--- config.mk ---
export PLATFORM = sky130hd
export DESIGN_NAME = hazard_unit
export DESIGN_NICKNAME = d
export VERILOG_FILES = /design/src/rtl/hazard_pkg.sv /design/src/rtl/hazard_unit_div_stall_fsm.sv /design/src/rtl/hazard_unit.sv
export SDC_FILE = /design/constraint.sdc
export NUM_CORES = 1
export LEC_CHECK = 0
export ABC_AREA = 1
export BUFFER_PORTS_ARGS = -buffer_cell sky130_fd_sc_hd__buf_2
export CAP_MARGIN = 30
export CORE_MARGIN = 8
export CORE_UTILIZATION = 35
export DETAILED_ROUTE_END_ITERATION = 12
export PLACE_DENSITY = 0.65
export SKIP_LAST_GASP = 1
export SLEW_MARGIN = 20
export SYNTH_ARGS = -nofsm -noshare
export SYNTH_HDL_FRONTEND = slang
export SYNTH_SLANG_ARGS = --single-unit
--- constraint.sdc ---
create_clock -name clk -period 3.4 [get_ports clk]
set_clock_uncertainty 0.15 [all_clocks]
set_input_delay 0.34 -clock clk [delete_from_list [all_inputs] [get_ports clk]]
set_output_delay 0.34 -clock clk [all_outputs]
set_load 0.03 [all_outputs]
--- src/rtl/hazard_pkg.sv ---
// Shared encodings and helpers for the hazard unit.
package hazard_pkg;

  // Forwarding select encodings for the E-stage operand muxes
  localparam logic [1:0] FWD_RF = 2'b00;
  localparam logic [1:0] FWD_W  = 2'b01;
  localparam logic [1:0] FWD_M  = 2'b10;

  // Divide-occupancy FSM state encodings
  localparam logic [0:0] DIV_IDLE = 1'b0;
  localparam logic [0:0] DIV_BUSY = 1'b1;

  // Register-number match; r0 never matches anything
  function automatic logic reg_match(input logic [4:0] a, input logic [4:0] b);
    return (a != 5'd0) && (a == b);
  endfunction

endpackage

--- src/rtl/hazard_unit_div_stall_fsm.sv ---
// Divide-occupancy FSM: holds E while a multi-cycle divide is in flight.
module div_stall_fsm
  import hazard_pkg::*;
#(
  parameter int unsigned DIV_CYCLES = 32
) (
  input  logic clk,
  input  logic rst,
  input  logic divE,
  output logic div_startE,
  output logic div_doneE,
  output logic divstall
);

  localparam int unsigned CNT_W = $clog2(DIV_CYCLES);

  logic [0:0]       r_state;
  logic [0:0]       w_state_nxt;
  logic [CNT_W-1:0] r_cnt;
  logic [CNT_W-1:0] w_cnt_nxt;
  logic             w_last;

  // State and counter register
  always_ff @(posedge clk) begin
    if (rst) begin
      r_state <= DIV_IDLE;
      r_cnt   <= '0;
    end else begin
      r_state <= w_state_nxt;
      r_cnt   <= w_cnt_nxt;
    end
  end

  // Next-state, counter and pulse logic; reset masks the pulses and the stall
  always_comb begin
    w_state_nxt = r_state;
    w_cnt_nxt   = r_cnt;
    div_startE  = 1'b0;
    div_doneE   = 1'b0;
    w_last      = (r_state == DIV_BUSY) && (r_cnt == '0);
    case (r_state)
      DIV_IDLE: begin
        if (divE) begin
          div_startE  = 1'b1;
          w_cnt_nxt   = CNT_W'(DIV_CYCLES - 2);
          w_state_nxt = DIV_BUSY;
        end
      end
      default: begin
        if (r_cnt != '0) begin
          w_cnt_nxt = r_cnt - CNT_W'(1);
        end else begin
          div_doneE   = 1'b1;
          w_state_nxt = DIV_IDLE;
        end
      end
    endcase
    if (rst) begin
      div_startE = 1'b0;
      div_doneE  = 1'b0;
    end
    divstall = divE && !w_last && !rst;
  end

endmodule

--- src/rtl/hazard_unit.sv ---
// Pipeline hazard resolver: forwarding, load/branch stalls and divide freeze.
// Optional perf counters are built when HAZARD_PERF_EN is defined.
module hazard_unit
  import hazard_pkg::*;
#(
  parameter int unsigned DIV_CYCLES = 32
) (
  input  logic       clk,
  input  logic       rst,
  input  logic [4:0] rsD,
  input  logic [4:0] rtD,
  input  logic [4:0] rsE,
  input  logic [4:0] rtE,
  input  logic [4:0] writeregE,
  input  logic [4:0] writeregM,
  input  logic [4:0] writeregW,
  input  logic       regwriteE,
  input  logic       regwriteM,
  input  logic       regwriteW,
  input  logic       memtoregE,
  input  logic       memtoregM,
  input  logic       branchD,
  input  logic       jrD,
  input  logic       divE,
  output logic       stallF,
  output logic       stallD,
  output logic       stallE,
  output logic       flushE,
  output logic       flushM,
  output logic       forwardaD,
  output logic       forwardbD,
  output logic [1:0] forwardaE,
  output logic [1:0] forwardbE,
  output logic       div_startE,
  output logic       div_doneE
`ifdef HAZARD_PERF_EN
  ,
  output logic [31:0] perf_stall_cnt,
  output logic [31:0] perf_flush_cnt
`endif
);

  logic w_lwstall;
  logic w_branchstall;
  logic w_divstall;
  logic w_hit_rs;
  logic w_hit_rt;

  div_stall_fsm #(.DIV_CYCLES(DIV_CYCLES)) u_div (
    .clk        (clk),
    .rst        (rst),
    .divE       (divE),
    .div_startE (div_startE),
    .div_doneE  (div_doneE),
    .divstall   (w_divstall)
  );

  // E-stage forwarding selects; M has priority over W
  always_comb begin
    forwardaE = FWD_RF;
    forwardbE = FWD_RF;
    if (regwriteM && reg_match(rsE, writeregM))      forwardaE = FWD_M;
    else if (regwriteW && reg_match(rsE, writeregW)) forwardaE = FWD_W;
    if (regwriteM && reg_match(rtE, writeregM))      forwardbE = FWD_M;
    else if (regwriteW && reg_match(rtE, writeregW)) forwardbE = FWD_W;
  end

  // Hazard detection and stall/flush merge
  always_comb begin
    forwardaD     = regwriteM && reg_match(rsD, writeregM);
    forwardbD     = regwriteM && reg_match(rtD, writeregM);
    w_lwstall     = memtoregE && (reg_match(rsD, writeregE) || reg_match(rtD, writeregE));
    w_hit_rs      = (regwriteE && reg_match(rsD, writeregE)) ||
                    (memtoregM && reg_match(rsD, writeregM));
    w_hit_rt      = (regwriteE && reg_match(rtD, writeregE)) ||
                    (memtoregM && reg_match(rtD, writeregM));
    w_branchstall = (branchD && (w_hit_rs || w_hit_rt)) || (jrD && w_hit_rs);
    stallF        = w_lwstall || w_branchstall || w_divstall;
    stallD        = stallF;
    stallE        = w_divstall;
    flushM        = w_divstall;
    flushE        = (w_lwstall || w_branchstall) && !w_divstall;
  end

`ifdef HAZARD_PERF_EN
  logic [31:0] r_perf_stall_cnt;
  logic [31:0] r_perf_flush_cnt;

  // Stall/flush cycle counters, wrapping modulo 2^32
  always_ff @(posedge clk) begin
    if (rst) begin
      r_perf_stall_cnt <= '0;
      r_perf_flush_cnt <= '0;
    end else begin
      if (stallD) r_perf_stall_cnt <= r_perf_stall_cnt + 32'd1;
      if (flushE) r_perf_flush_cnt <= r_perf_flush_cnt + 32'd1;
    end
  end

  assign perf_stall_cnt = r_perf_stall_cnt;
  assign perf_flush_cnt = r_perf_flush_cnt;
`endif

endmodule
==> impl_metrics.yaml <==
status:
  status: "complete, no violations"
logic_synthesis:
  syn_nets: 232
  avgSynthCellArea_sq_um: 5.803
  ys.flop_type: "dfxtp_1"
  synth_edf_count: 0
  ys_types: 29
  async_reset_ff_share_pct: 0
  ys_ff_latch: 6
  yosys_warnings: 0
  netlist_area_sq_mm: 0.001074
  syn-instance-count: 185
  seq_area_frac_synth_pct: 11.19
clock_tree:
  clk_pin_slew_ns: 0.05
  clkLatencyLatePin_ns: 0.25
  post_cts_buffers: 0
  htree_levels: 1
  cts_buffer_depth: 2
  numCtsBuffers: 3
  clock_sink_count: 6
  ctsResizeCount: 0
  root_buffer: "clkbuf_4"
  cts_tree: "yes"
  cts_hold_buf: 0
floorplanning:
  die_w_um: 71.38
  start_util_pct: 36.05
  io_pins: 58
  core_sq_mm: 0.002978
  row_count: 20
  design.die.area_sq_mm: 0.005095
  die_h_um: 71.38
flow_run:
  max_cap_violations: 0
critical_path:
  r2r_start: "u_div.r_cnt[0]"
  endpoint: "stallF"
  r2r_end: "u_div.r_cnt[4]"
  cp.required_ns: 2.91
  endpoint_kind: "primary output"
  reg2reg_depth: 8
  regToRegSetupSlack_ns: 1.85
  cp_max_fo: 3
  startpoint: "rsD[0]"
  arrival_ns: 1.50
  worst_setup_path_start_kind: "input port"
  critical_path_class: "in -> out"
placement:
  gp_congestion: 0.8420
  dpl.cell_count: 271
  preCtsSetupSlack_ns: 1.386
  port_buffers: 57
  hpwl_mm: 2.667
timing:
  layout_setup_ws_ns: 1.405
  worstMarginPinSlew_ns: 0.4022
  rsz0062_at_grt: "no"
  tns_ns: 0
  maxSlewHeadroom_pct: 72.94
  drv_slew: 0
  clock.fmax_mhz: 501.3
  finalCriticalPeriod_ns: 1.995
  post-route-period-util_pct: 58.67
  setup_viol: 0
  hold_viol: 0
global_route:
  grt.total_usage_pct: 11.46
  grt_overflow: 0
  grt_start_max_net_pins: 9
  grt_pass1_wl_mm: 4.830
  grt_pass1_vias: 1197
  antenna_found_initial: 0
final_layout:
  fin_cells: 274
  num-fill-cells: 344
  diodes: 0
  syn2layout_area_growth_pct: 29.02
  fin_nets: 290
  layout-drive-gt1-share_pct: 28.22
route:
  ant_nets: 0
  vias: 1251
  drc: 0
  wirelength_mm: 2.962
  drtIter0Drc: 26
  wl_per_cell_um: 10.81
  dr.pass1.iters: 4
  vias_per_cell: 4.566
power_and_ir_drop:
  power_density_mw_per_mm2: 248.3
  peakVddDrop_uv: 72.52
  cellLeakagePower_nw: 0.7900
worst_hold_path:
  hold_class: "in -> reg"
cell families (layout without fill, tap and decap cells):
logic type / after synthesis / count (layout) / share of synthesized area [%]
flops: 6 / 6 / 11.19
compound gates: 17 / 17 / 10.61
buf+inv: 34 / 90 / 13.99
simple gates: 101 / 101 / 41.49
xor+xnor: 25 / 25 / 20.40
fa+ha+maj: 2 / 2 / 2.331
how the worst min path moves through the flow:
| stage | startpoint | slack (ns) | cells past startpoint | to |
|---|---|---|---|---|
| 2_1_floorplan | rst | 0.26 | 1 | u_div.r_cnt[0] |
| 3_3_place_gp | u_div.r_cnt[0] | 0.31 | 2 | u_div.r_cnt[0] |
| 3_5_place_dp | u_div.r_cnt[0] | 0.31 | 2 | u_div.r_cnt[0] |
| 4_1_cts | rst | 0.19 | 2 | u_div.r_cnt[4] |
| 5_1_grt | rst | 0.20 | 2 | u_div.r_cnt[4] |
| 6_report | rst | 0.20 | 2 | u_div.r_cnt[4] |
state kept, by name, indices dropped and copies added, names as in the netlist:
signal         flops
u_div.r_cnt        5
u_div.r_state      1
routing by layer:
metal	track usage, %	wire length, um
met3	5.439	272
met2	19.29	1309
met1	12.38	1346
met5	0	0
met4	3.464	33
power by group:
part	leakage [nW]	internal (W)	switching, W
logic	0.726	0.0000766	0.000107
registers	0.0501	0.0000842	0.00000999
clock network	0.0138	0.0000400	0.0000266
synth_stat cells, types with 2 or more instances:
cell type	n	area, sq um
nand2_1	52	195.2
inv_1	30	112.6
nor2_1	24	90.09
xnor2_1	14	122.6
xor2_1	11	96.34
nand3_1	8	40.04
dfxtp_1	6	120.1
o21ai_0	6	30.03
nand4_1	3	18.77
nor2_2	3	18.77
nor3_1	3	15.01
a211oi_1	2	15.01
a21oi_1	2	10.01
buf_4	2	15.01
buf_6	2	22.52
ha_1	2	25.02
nor4_2	2	25.02
o221ai_1	2	17.52
cells in the final DEF, fill, tap and decap left out, drive strengths merged:
cell type,synthesis,layout
a211o,1,1
a21oi,2,2
ha,2,2
o221ai,2,2
a221oi,1,1
inv,30,30
o2111ai,1,1
o22ai,1,1
a211oi,2,2
nand3b,1,1
dfxtp,6,6
clkbuf,0,3
nor3,3,3
nor4,3,3
or2,3,3
xnor2,14,14
xor2,11,11
nand4,3,3
nand3,9,9
nor2,27,27
nand2,52,52
o21ai,7,7
buf,4,57
area by class of cell:
cell class              instances  area (sq um)  share of cell area (%)
clock buffers                   3         22.52                   1.626
inverters                      30         112.6                   8.130
multi-input cells             145         803.3                   57.99
flip-flops and latches          6         120.1                   8.672
well taps                      33         41.29                   2.981
repair buffers                 57         285.3                   20.60
worst max-delay path: stages:
cell and delay [ns]:
buf_2 0.12, or2_1 0.24, nor2_2 0.12, nor2_1 0.07
nand3_1 0.08, nand2_1 0.06, nor2_1 0.10, nor2_1 0.05
nor2_2 0.09, nand2_1 0.06, buf_2 0.17
through the flow:
| step | power [W] | cell area [sq um] | util, % | hold slack, ns |
|---|---|---|---|---|
| 6_report | 0.0003440 | 1385 | 46.51 | 0.2033 |
| 5_1_grt | 0.0003805 | 1385 | 46.51 | 0.2003 |
| 4_1_cts | 0.0003485 | 1385 | 46.51 | 0.1891 |
| 3_5_place_dp | 0.0002794 | 1363 | 45.76 | 0.3101 |
| 3_3_place_gp | 0.0002789 | 1363 | 45.76 | 0.3090 |
| 2_1_floorplan | 0.0002199 | 1074 | - | 0.2591 |
Note: power is estimated with default switching activity, not from simulation.
